$ cat src/rtl/uart_tx_arbiter.sv
// uart_tx_arbiter: shares one UART transmitter between NUM_REQ byte sources.
// The block grants one requester, latches its byte and raises tx_data_ready
// until the transmitter launches on a baud tick. The transmitter has no busy
// output, so the block then counts baud ticks to find the end of the frame.
// Build option: define UART_TX_ARB_RR_EN for round-robin arbitration.
// Without it, the lowest asserted request index always wins.
module uart_tx_arbiter #(
  parameter int NUM_REQ    = 4,
  parameter int DATA_WIDTH = 8,
  parameter int GAP_TICKS  = 0
) (
  input  logic                            clk,
  input  logic                            rst,
  input  logic                            baud_tick,
  input  logic [NUM_REQ-1:0]              req,
  input  logic [NUM_REQ*DATA_WIDTH-1:0]   req_data,
  output logic [NUM_REQ-1:0]              ack,
  output logic [$clog2(NUM_REQ)-1:0]      grant_id,
  output logic                            busy,
  output logic                            done,
  output logic                            tx_data_ready,
  output logic [DATA_WIDTH-1:0]           tx_data
);

  localparam int IDW = $clog2(NUM_REQ);

  // Ticks after the launch tick: start bit, data bits, parity, stop bit and the idle gap.
  localparam logic [4:0] FRAME_TICKS = 5'(DATA_WIDTH + 3 + GAP_TICKS);

  typedef enum logic [1:0] {
    ST_IDLE   = 2'd0,
    ST_LAUNCH = 2'd1,
    ST_FRAME  = 2'd2
  } state_t;

  state_t                  state_q, state_d;
  logic [NUM_REQ-1:0]      ack_q, ack_d;
  logic [IDW-1:0]          grant_id_q, grant_id_d;
  logic                    busy_q, busy_d;
  logic                    done_q, done_d;
  logic                    ready_q, ready_d;
  logic [DATA_WIDTH-1:0]   tx_data_q, tx_data_d;
  logic [4:0]              cnt_q, cnt_d;

  logic [IDW-1:0]          winner;
  logic                    found;

`ifdef UART_TX_ARB_RR_EN
  logic [IDW-1:0]          ptr_q, ptr_d;
  logic [IDW:0]            cand;

  // Round-robin search: the first asserted request at or after the pointer wins.
  always_comb begin
    winner = '0;
    found  = 1'b0;
    cand   = '0;
    for (int k = 0; k < NUM_REQ; k++) begin
      cand = {1'b0, ptr_q} + (IDW+1)'(k);
      if (cand >= (IDW+1)'(NUM_REQ)) begin
        cand = cand - (IDW+1)'(NUM_REQ);
      end
      if (!found && req[cand[IDW-1:0]]) begin
        found  = 1'b1;
        winner = cand[IDW-1:0];
      end
    end
  end
`else
  // Fixed priority: scan downwards so the lowest asserted index is written last.
  always_comb begin
    winner = '0;
    found  = 1'b0;
    for (int k = NUM_REQ - 1; k >= 0; k--) begin
      if (req[k]) begin
        found  = 1'b1;
        winner = IDW'(k);
      end
    end
  end
`endif

  // Next-state and next-output logic for the grant / launch / frame sequence.
  always_comb begin
    state_d    = state_q;
    ack_d      = '0;
    done_d     = 1'b0;
    grant_id_d = grant_id_q;
    busy_d     = busy_q;
    ready_d    = ready_q;
    tx_data_d  = tx_data_q;
    cnt_d      = cnt_q;
`ifdef UART_TX_ARB_RR_EN
    ptr_d      = ptr_q;
`endif
    unique case (state_q)
      ST_IDLE: begin
        if (found) begin
          tx_data_d     = req_data[winner*DATA_WIDTH +: DATA_WIDTH];
          grant_id_d    = winner;
          ack_d[winner] = 1'b1;
          busy_d        = 1'b1;
          ready_d       = 1'b1;
          cnt_d         = '0;
          state_d       = ST_LAUNCH;
`ifdef UART_TX_ARB_RR_EN
          if (winner == IDW'(NUM_REQ - 1)) begin
            ptr_d = '0;
          end else begin
            ptr_d = winner + 1'b1;
          end
`endif
        end
      end
      ST_LAUNCH: begin
        if (baud_tick) begin
          ready_d = 1'b0;
          cnt_d   = '0;
          state_d = ST_FRAME;
        end
      end
      ST_FRAME: begin
        if (baud_tick) begin
          if (cnt_q == FRAME_TICKS - 5'd1) begin
            done_d  = 1'b1;
            busy_d  = 1'b0;
            cnt_d   = '0;
            state_d = ST_IDLE;
          end else begin
            cnt_d = cnt_q + 5'd1;
          end
        end
      end
      default: begin
        state_d = ST_IDLE;
        busy_d  = 1'b0;
        ready_d = 1'b0;
      end
    endcase
  end

  // State and registered outputs; reset abandons any frame in flight.
  always_ff @(posedge clk or posedge rst) begin
    if (rst) begin
      state_q    <= ST_IDLE;
      ack_q      <= '0;
      grant_id_q <= '0;
      busy_q     <= 1'b0;
      done_q     <= 1'b0;
      ready_q    <= 1'b0;
      tx_data_q  <= '0;
      cnt_q      <= '0;
`ifdef UART_TX_ARB_RR_EN
      ptr_q      <= '0;
`endif
    end else begin
      state_q    <= state_d;
      ack_q      <= ack_d;
      grant_id_q <= grant_id_d;
      busy_q     <= busy_d;
      done_q     <= done_d;
      ready_q    <= ready_d;
      tx_data_q  <= tx_data_d;
      cnt_q      <= cnt_d;
`ifdef UART_TX_ARB_RR_EN
      ptr_q      <= ptr_d;
`endif
    end
  end

  assign ack           = ack_q;
  assign grant_id      = grant_id_q;
  assign busy          = busy_q;
  assign done          = done_q;
  assign tx_data_ready = ready_q;
  assign tx_data       = tx_data_q;

endmodule

$ cat config.mk
export PLATFORM = sky130hd
export DESIGN_NAME = uart_tx_arbiter
export DESIGN_NICKNAME = d
export VERILOG_FILES = /design/src/rtl/uart_tx_arbiter.sv
export SDC_FILE = /design/constraint.sdc
export NUM_CORES = 1
export LEC_CHECK = 0
export CAP_MARGIN = 25
export CORE_MARGIN = 1
export CORE_UTILIZATION = 25
export DETAILED_ROUTE_END_ITERATION = 7
export PLACE_DENSITY = 0.57
export SLEW_MARGIN = 15
export SYNTH_ARGS = -nofsm -noshare
export SYNTH_HDL_FRONTEND = slang
export SYNTH_SLANG_ARGS = --single-unit
$ cat constraint.sdc
create_clock -name clk -period 1.62 [get_ports clk]
set_input_delay 0.162 -clock clk [delete_from_list [all_inputs] [get_ports clk]]
set_output_delay 0.162 -clock clk [all_outputs]
set_load 0.01 [all_outputs]
# After elaboration in Yosys (flattened, before gate mapping)
# Index checks and enable logic that the tools add are counted.
# W data, S select, Z words.
# word_totals
elab_cells,60
input_bits,39
output_inout_bits,17
register_bits,24
# classes
n_reduce_logical,8
n_mux,31
eq_ne,7
addsub,1
n_bitwise,2
n_lt_le_gt_ge,2
n_shift,1
# ops
op,count
$shiftx A32 B6 Y8,1
$mux W5,4
$mux W2,8
$pmux W5 S3,1
$mux W1,12
$reduce_and A4 Y1,3
$mux W4,2
$ne A2 B2 Y1 const B,4
$pmux W1 S3,2
$pmux W2 S3,1
$add A5 B1 Y5 const B,1
$eq A5 B4 Y1 const B,1
$lt A2 B3 Y1 const B,1
$reduce_and A3 Y1,1
$reduce_bool A3 Y1,1
$demux W1 S2,1
$eq A2 B1 Y1 const B,1
$eq A2 B2 Y1 const B,1
$ge A2 B1 Y1 const B,1
$logic_not A2 Y1,1
$not A1 Y1,2
$reduce_and A2 Y1,1
$logic_and A1 B1 Y1,1

# Depth between registers and ports, before layout
# Gate-level depths: netlist of the first run.
# logic_depth
ltp_word,10
ltp_mapped,7
depth_no_buf,6

# Worst setup path after synthesis of the first run
# Ideal clock, no wire load.
# synth_timing
path_type,register -> register
startpoint,reg state_q[0]
endpoint,reg cnt_q[0]
setup_slack_ns,0.172
n_path_buf,2
period_less_slack_ns,1.448
stages_incl_launch_ff,7
arrival_time_ns,1.325
required_ns,1.497
setup_time_ns,0.123
path_cell_list,dfrtp_1 clkbuf_1 nor2_1 clkbuf_1 nand2_1 a31oi_1 nand2_1
# synth_between
elab_chain_len,3
word_cells_on_any_way,9
cone_classes,eq/ne (5); mux (1); reduce/logical (3)
# synth_lines
item,line_no,rtl
from (decl),36,"state_t state_q, state_d;"
from (signal assigned),156,state_q <= state_d;
$eq A2 B1 Y1 (tied with other cells),95,unique case (state_q)
$ne A2 B2 Y1 (no source line) / $reduce_bool A3 Y1 (equally long branches),--,
$reduce_and A4 Y1 (no source line),--,
to (signal assigned),163,cnt_q <= cnt_d;
to (decl),43,"logic [4:0] cnt_q, cnt_d;"
# Parallel ways exist; a longest one is shown, timed or not.
# A chain may end at the register's enable or synchronous reset.

# Final worst setup path of the first run
# layout_timing
startpoint,in req[2]
endpoint,reg cnt_q[3]
# layout_between
elab_chain_len,5
# layout_lines
item,line_no,rtl
from (decl),15,"input logic [NUM_REQ-1:0] req,"
$mux W1 (3 in series),74,if (req[k]) begin
$ne A2 B2 Y1 (no source line),--,
$reduce_and A4 Y1 (no source line),--,
# Every way passes these cells.

==> flow_metrics.py, run 1 <==
metrics = {
    "placed_design": {
        "hpwl_um": 2680,
        "pre_cts_slack_ns": -0.318,
        "placed_cells": 260,
        "portBuffers": 55,
        "place.gp.congestion": 0.773,
    },
    "critical_path": {
        "critPathSlowestCell": "or4_4",
        "r2r-start": "cnt_q[0]$_DFFE_PP0P_",
        "worstReg2RegEnd": "cnt_q[3]$_DFFE_PP0P_",
        "cpPeakStageDelay_ns": 0.56,
        "path_max_fanout": 3,
        "crit_family": "simple AND/OR/NAND/NOR gates",
        "cp_cell_sequence": "clkdlybuf4s50_1, or4_4, a22oi_2, nor4_1, a211o_1",
        "reg2regPathDepth": 6,
        "start_kind": "input port",
        "startpoint": "req[2]",
        "path_class": "in2reg",
        "cp_data_arrival_time_ns": 1.73,
        "path_buf_inv": 1,
        "r2r_slack_ns": 0.14,
        "crit_path_end_kind": "register",
        "required_ns": 1.77,
    },
    "grt": {
        "grt-ovfl-total": 0,
        "grt_util_all_layers": 0.138,
        "grt_pass1_vias": 1241,
        "grt_max_degree": 25,
        "antenna_found_initial": 0,
        "grt_pass1_wl_um": 5650,
    },
    "cells_and_area": {
        "drive_gt1_frac": 0.147,
        "multiInputGateArea_um2": 622,
        "antenna_cells": 0,
        "nFillCells": 487,
        "final_nets": 239,
        "regArea_um2": 601,
        "area_growth_syn_to_layout_pct": 61.7,
        "layoutNonFillerInstCount": 264,
    },
    "synth": {
        "yosysSeqAreaShare": 0.471,
        "ys_ff_latch": 24,
        "synth_top_area_share": 0.471,
        "ys_top_cells_by_area": "dfrtp_1, a22o_1, o21ai_0",
        "synthesis.nets": 172,
        "synthCells": 131,
        "synth-warning-count": 0,
        "synth.distinct_cells": 34,
        "synth_area_um2": 1280,
        "syn-mean-instance-area_um2": 9.74,
        "synth_top_area_cell": "dfrtp_1",
    },
    "job": {
        "maxCapViolations": 0,
    },
    "routing": {
        "vias": 1239,
        "drtIter0Drc": 29,
        "drtAntennaViolNets": 0,
        "routedWlPerCell_um": 12.9,
        "first_pass_iters": 4,
        "drt-total-wl_um": 3410,
        "drt-vias-per-instance": 4.69,
        "drcViolationCount": 0,
    },
    "clock_tree": {
        "clk_latency_ns": 0.26,
        "h-tree-depth": 1,
        "cts_buffers": 3,
        "cts_tree": "built",
        "clockRootBuffer": "clkbuf_8",
        "cts_buffer_depth": 2,
        "cts.sinks": 24,
        "clkTransAtPathRegs_ns": 0.08,
    },
    "timing": {
        "setup_ws_ns": 0.0384,
        "rsz0062_at_grt": "no",
        "finalCriticalPeriod_ns": 1.58,
        "fmax_ghz": 0.632,
        "final.setup.tns_ns": 0,
        "drv_slew": 0,
        "worst_slew_pin_slew_ns": 0.372,
        "slew_headroom": 0.751,
        "fin_crit_sh": 0.976,
        "skew_ns": 0.000864,
        "whs_ns": 0.252,
        "setup_viol": 0,
        "finalHoldViolCount": 0,
    },
    "min_path": {
        "hold_class": "in2async",
    },
    "die": {
        "core_area_um2": 4820,
        "die_x_um": 73.5,
        "io_pins": 56,
        "start_util": 0.265,
        "rows": 25,
        "die_y_um": 73.5,
        "dieArea_um2": 5390,
    },
    "power_and_ir_drop": {
        "leakagePower_uw": 0.000852,
        "power_density_nw_per_um2": 1350,
        "max-vdd-ir-drop_mv": 0.562,
    },
    "status": {
        "outcome": "finished clean",
    },
}
-- cell type report --
| cell class | instances | share of cell area |
|---|---|---|
| multi-input combinational | 94 | 0.301 |
| inverter | 4 | 0.00728 |
| clock inverter | 1 | 0.0146 |
| timing repair buffer | 71 | 0.325 |
| tap | 67 | 0.0406 |
| sequential | 24 | 0.291 |
| clock buffer | 3 | 0.0200 |
-- worst reg2reg max path: cells and delay by family (launching register included) --
kind,cells,cell delay [ns]
adder cells (fa/ha/maj),1,0.15
AO/OA/AOI/OAI,1,0.22
AND/OR/NAND/NOR,3,0.55
buffers and inverters,1,0.06
flip-flops,1,0.39
-- synth_stat cells --
cell type	count
xor2_1	1
a21o_1	1
and3_1	1
nor4bb_1	1
ha_1	2
a211oi_1	2
o31ai_1	1
a211o_1	1
nor2_1	9
or2_2	3
nor3b_1	1
nor4b_1	1
nand2_1	11
or4_4	1
nand3b_1	2
o21ai_0	14
a31oi_1	1
nand2b_1	1
inv_1	4
nor2b_1	1
a22oi_2	1
a22oi_1	8
o211ai_1	1
a21oi_1	3
buf_6	2
o21ai_2	1
dfrtp_1	24
nand3_1	3
and2_1	3
a22o_1	8
o21bai_1	1
o22a_1	8
clkbuf_1	7
nor4_1	2
-- flip-flops by register name (all words and copies together) (netlist names) --
| name | count |
|---|---|
| done | 1 |
| grant_id | 2 |
| tx_data | 8 |
| state_q | 2 |
| cnt_q | 5 |
| tx_data_ready | 1 |
| ack | 4 |
| busy | 1 |
-- repair_timing --
| action | 4_1_cts | 5_1_grt |
|---|---|---|
| hold buffers | 0 | 0 |
| gates resized for setup | 2 | 1 |
| pin swaps | 0 | 0 |
| endpoints found under the setup margin | 8 | 3 |
| setup buffers | 0 | 0 |
-- per-stage QoR --
step	util	cell area [um2]	power, uW
after floorplan	-	1280	1660
after global placement	0.411	1980	2250
after detailed placement	0.411	1980	2290
after CTS	0.427	2060	2820
after global routing	0.428	2060	2990
final	0.428	2060	2790
-- logic make-up after synthesis --
group / share of synthesized area
flip-flops: 0.471
adder cells (fa/ha/maj): 0.0196
AO/OA/AOI/OAI: 0.287
XOR/XNOR: 0.00686
buffers and inverters: 0.0500
AND/OR/NAND/NOR: 0.166
-- cells in the final DEF, fill, tap and decap left out, types with 2 or more instances in the layout --
cell,instances
clkdlybuf4s50_1,55
a21oi_1,3
clkbuf_8,3
a211oi_1,2
or2_2,3
nand2_1,11
a22o_1,8
a22oi_1,8
nor4_1,2
dfrtp_1,24
inv_1,4
and2_1,2
nand3b_1,2
ha_1,2
buf_4,16
o22a_1,8
o21ai_0,14
nand3_1,3
nor2_1,9
-- power by group --
group | switching, uW | total [uW] | internal, uW | leakage, uW
Clock | 183 | 513 | 330 | 0.0000357
Combinational | 606 | 1340 | 732 | 0.000519
Sequential | 127 | 934 | 807 | 0.000297
Total | 916 | 2790 | 1870 | 0.000852
-- routing by layer --
| metal | share of wire | GRT usage |
|---|---|---|
| met1 | 0.44 | 0.160 |
| met5 | 0 | 0 |
| met2 | 0.48 | 0.241 |
| met4 | 0.0097 | 0.0449 |
| met3 | 0.074 | 0.0412 |
-- worst max-delay path by stage --
stage | endpoint | slack (ns) | cells past startpoint
after floorplan | cnt_q[0]$_DFFE_PP0P_ | 0.17 | 6
after global placement | tx_data[7]$_DFFE_PP0P_ | -0.26 | 4
after detailed placement | tx_data[7]$_DFFE_PP0P_ | -0.32 | 4
after CTS | cnt_q[3]$_DFFE_PP0P_ | 0.04 | 5
after global routing | tx_data[7]$_DFFE_PP0P_ | 0.02 | 5
final | cnt_q[3]$_DFFE_PP0P_ | 0.04 | 5
Note: power is estimated with default switching activity, not from simulation.
==> run 2: changes to the inputs <==
Settings changed: CORE_ASPECT_RATIO set to 1.2, SLEW_MARGIN 15 to 20.
==> run 2 against run 1 <==
Net effect:
- clock power shrank 34%
- sequential power shrank 1%
- via count grew 2.2%
- cell area shrank 1.5%
- fmax grew 3.5%
- largest power group unchanged
- wire length shrank 4.2%
- total power shrank 6.2%
- non-clock buffer count grew 1
- final cell count shrank 2.7%
==> flow_metrics.py, run 2 (same netlist as run 1, synthesis figures left out) <==
metrics = {
    "status": {
        "outcome": "finished clean",
    },
    "die": {
        "core_area_um2": 4900,
        "rows": 28,
        "die_y_um": 80.3,
        "io_pins": 56,
        "start_util": 0.260,
        "die_x_um": 67.2,
        "dieArea_um2": 5400,
    },
    "critical_path": {
        "start_kind": "input port",
        "crit_path_end_kind": "register",
        "reg2regPathDepth": 7,
        "required_ns": 1.77,
        "cp_data_arrival_time_ns": 1.68,
        "path_class": "in2reg",
        "path_max_fanout": 3,
    },
    "timing": {
        "worst_slew_pin_slew_ns": 0.362,
        "drv_slew": 0,
        "setup_viol": 0,
        "fin_crit_sh": 0.943,
        "finalCriticalPeriod_ns": 1.53,
        "setup_ws_ns": 0.0916,
        "slew_headroom": 0.757,
        "fmax_ghz": 0.654,
        "skew_ns": 0.00292,
        "rsz0062_at_grt": "no",
        "finalHoldViolCount": 0,
    },
    "clock_tree": {
        "cts.sinks": 24,
        "post_cts_buffers": 0,
        "hold_buffers": 0,
        "clockRootBuffer": "clkbuf_8",
        "cts_tree": "built",
        "clkTransAtPathRegs_ns": 0.08,
        "cts_buffer_depth": 2,
        "h-tree-depth": 1,
        "clk_latency_ns": 0.26,
        "cts_buffers": 3,
    },
    "routing": {
        "drcViolationCount": 0,
        "drtIter0Drc": 19,
        "routedWlPerCell_um": 12.7,
        "drt-vias-per-instance": 4.93,
        "drt-total-wl_um": 3270,
        "drtAntennaViolNets": 0,
        "vias": 1266,
        "first_pass_iters": 4,
    },
    "grt": {
        "grt_pass1_vias": 1331,
        "grt_pass1_wl_um": 5530,
        "grt_util_all_layers": 0.136,
        "antenna_found_initial": 0,
        "grt-ovfl-total": 0,
        "grt_max_degree": 25,
    },
    "cells_and_area": {
        "final_nets": 240,
        "final_common_cell": "clkdlybuf4s50_1",
        "layout_common_cells": "clkdlybuf4s50_1, dfrtp_1, buf_4",
        "antenna_cells": 0,
        "drive_gt1_frac": 0.147,
        "layoutNonFillerInstCount": 257,
        "area_growth_syn_to_layout_pct": 59.3,
        "largest_reg_flops": 8,
    },
    "power_and_ir_drop": {
        "max-vdd-ir-drop_mv": 0.624,
        "power_density_nw_per_um2": 1290,
        "leakagePower_uw": 0.000845,
    },
    "placed_design": {
        "pre_cts_slack_ns": -0.324,
        "hpwl_um": 2690,
        "placed_cells": 254,
        "portBuffers": 55,
        "place.gp.congestion": 0.880,
    },
    "min_path": {
        "hold_class": "in2async",
    },
    "job": {
        "maxCapViolations": 0,
    },
}
## run 2: report_power, final
group          internal, uW  switching (uW)
combinational           747             603
sequential              807             118
clock                   166             173
## run 2: metrics by stage
step	power, uW	instance area, um2	TNS (ns)	hold slack [ns]	util
after floorplan	1660	1280	0	0.177	-
after global placement	2260	1980	-2.80	0.474	0.404
after detailed placement	2280	1980	-3.60	0.465	0.404
after CTS	2630	2020	0	0.255	0.413
after global routing	2810	2030	0	0.304	0.415
final	2610	2030	0	0.244	0.415
## run 2: worst paths after layout
kind | start | end | slack (ns)
worst max-delay path | req[2] | cnt_q[3]$_DFFE_PP0P_ | 0.09
worst min-delay path | rst | cnt_q[0]$_DFFE_PP0P_ | 0.24
worst max register to register | cnt_q[0]$_DFFE_PP0P_ | busy$_DFFE_PP0P_ | 0.15
worst min register to register | busy$_DFFE_PP0P_ | busy$_DFFE_PP0P_ | 0.48
max in group asynchronous | rst | cnt_q[3]$_DFFE_PP0P_ | 1.14
min in group clk | busy$_DFFE_PP0P_ | busy$_DFFE_PP0P_ | 0.48
## run 2: layer usage
layer / GRT usage / share of wire / vias to the layer above
met5: 0 / 0 / -
met4: 0.0596 / 0.013 / 0
met3: 0.0327 / 0.072 / 4
met2: 0.246 / 0.50 / 49
met1: 0.145 / 0.41 / 593
li1: - / - / 620
## run 2: critical path, cell delays in order
cell and delay, ns:
clkdlybuf4s50_1 0.42, or4_4 0.57, a22oi_2 0.20, nor4_1 0.07, a211o_1 0.26
## run 2: final cells by class
class / instances / area [um2]
inverters: 4 / 15.0
clock buffers: 3 / 41.3
multi-input cells: 94 / 623
well taps: 60 / 75.1
repair buffers: 72 / 678
fillers: 477 / 2870
flip-flops and latches: 24 / 601
## run 2: timing repair
action | in CTS | in global routing
endpoints found under the setup margin | 8 | 11
pin swaps | 0 | 2
gates cloned | 0 | 0
gates resized for setup | 1 | 3
==> run 3: changes to the inputs <==
Settings changed: CTS_CLUSTER_DIAMETER set to 30.
==> results of run 3 <==
Final layout, timing and power as in run 2 (identical DEF).
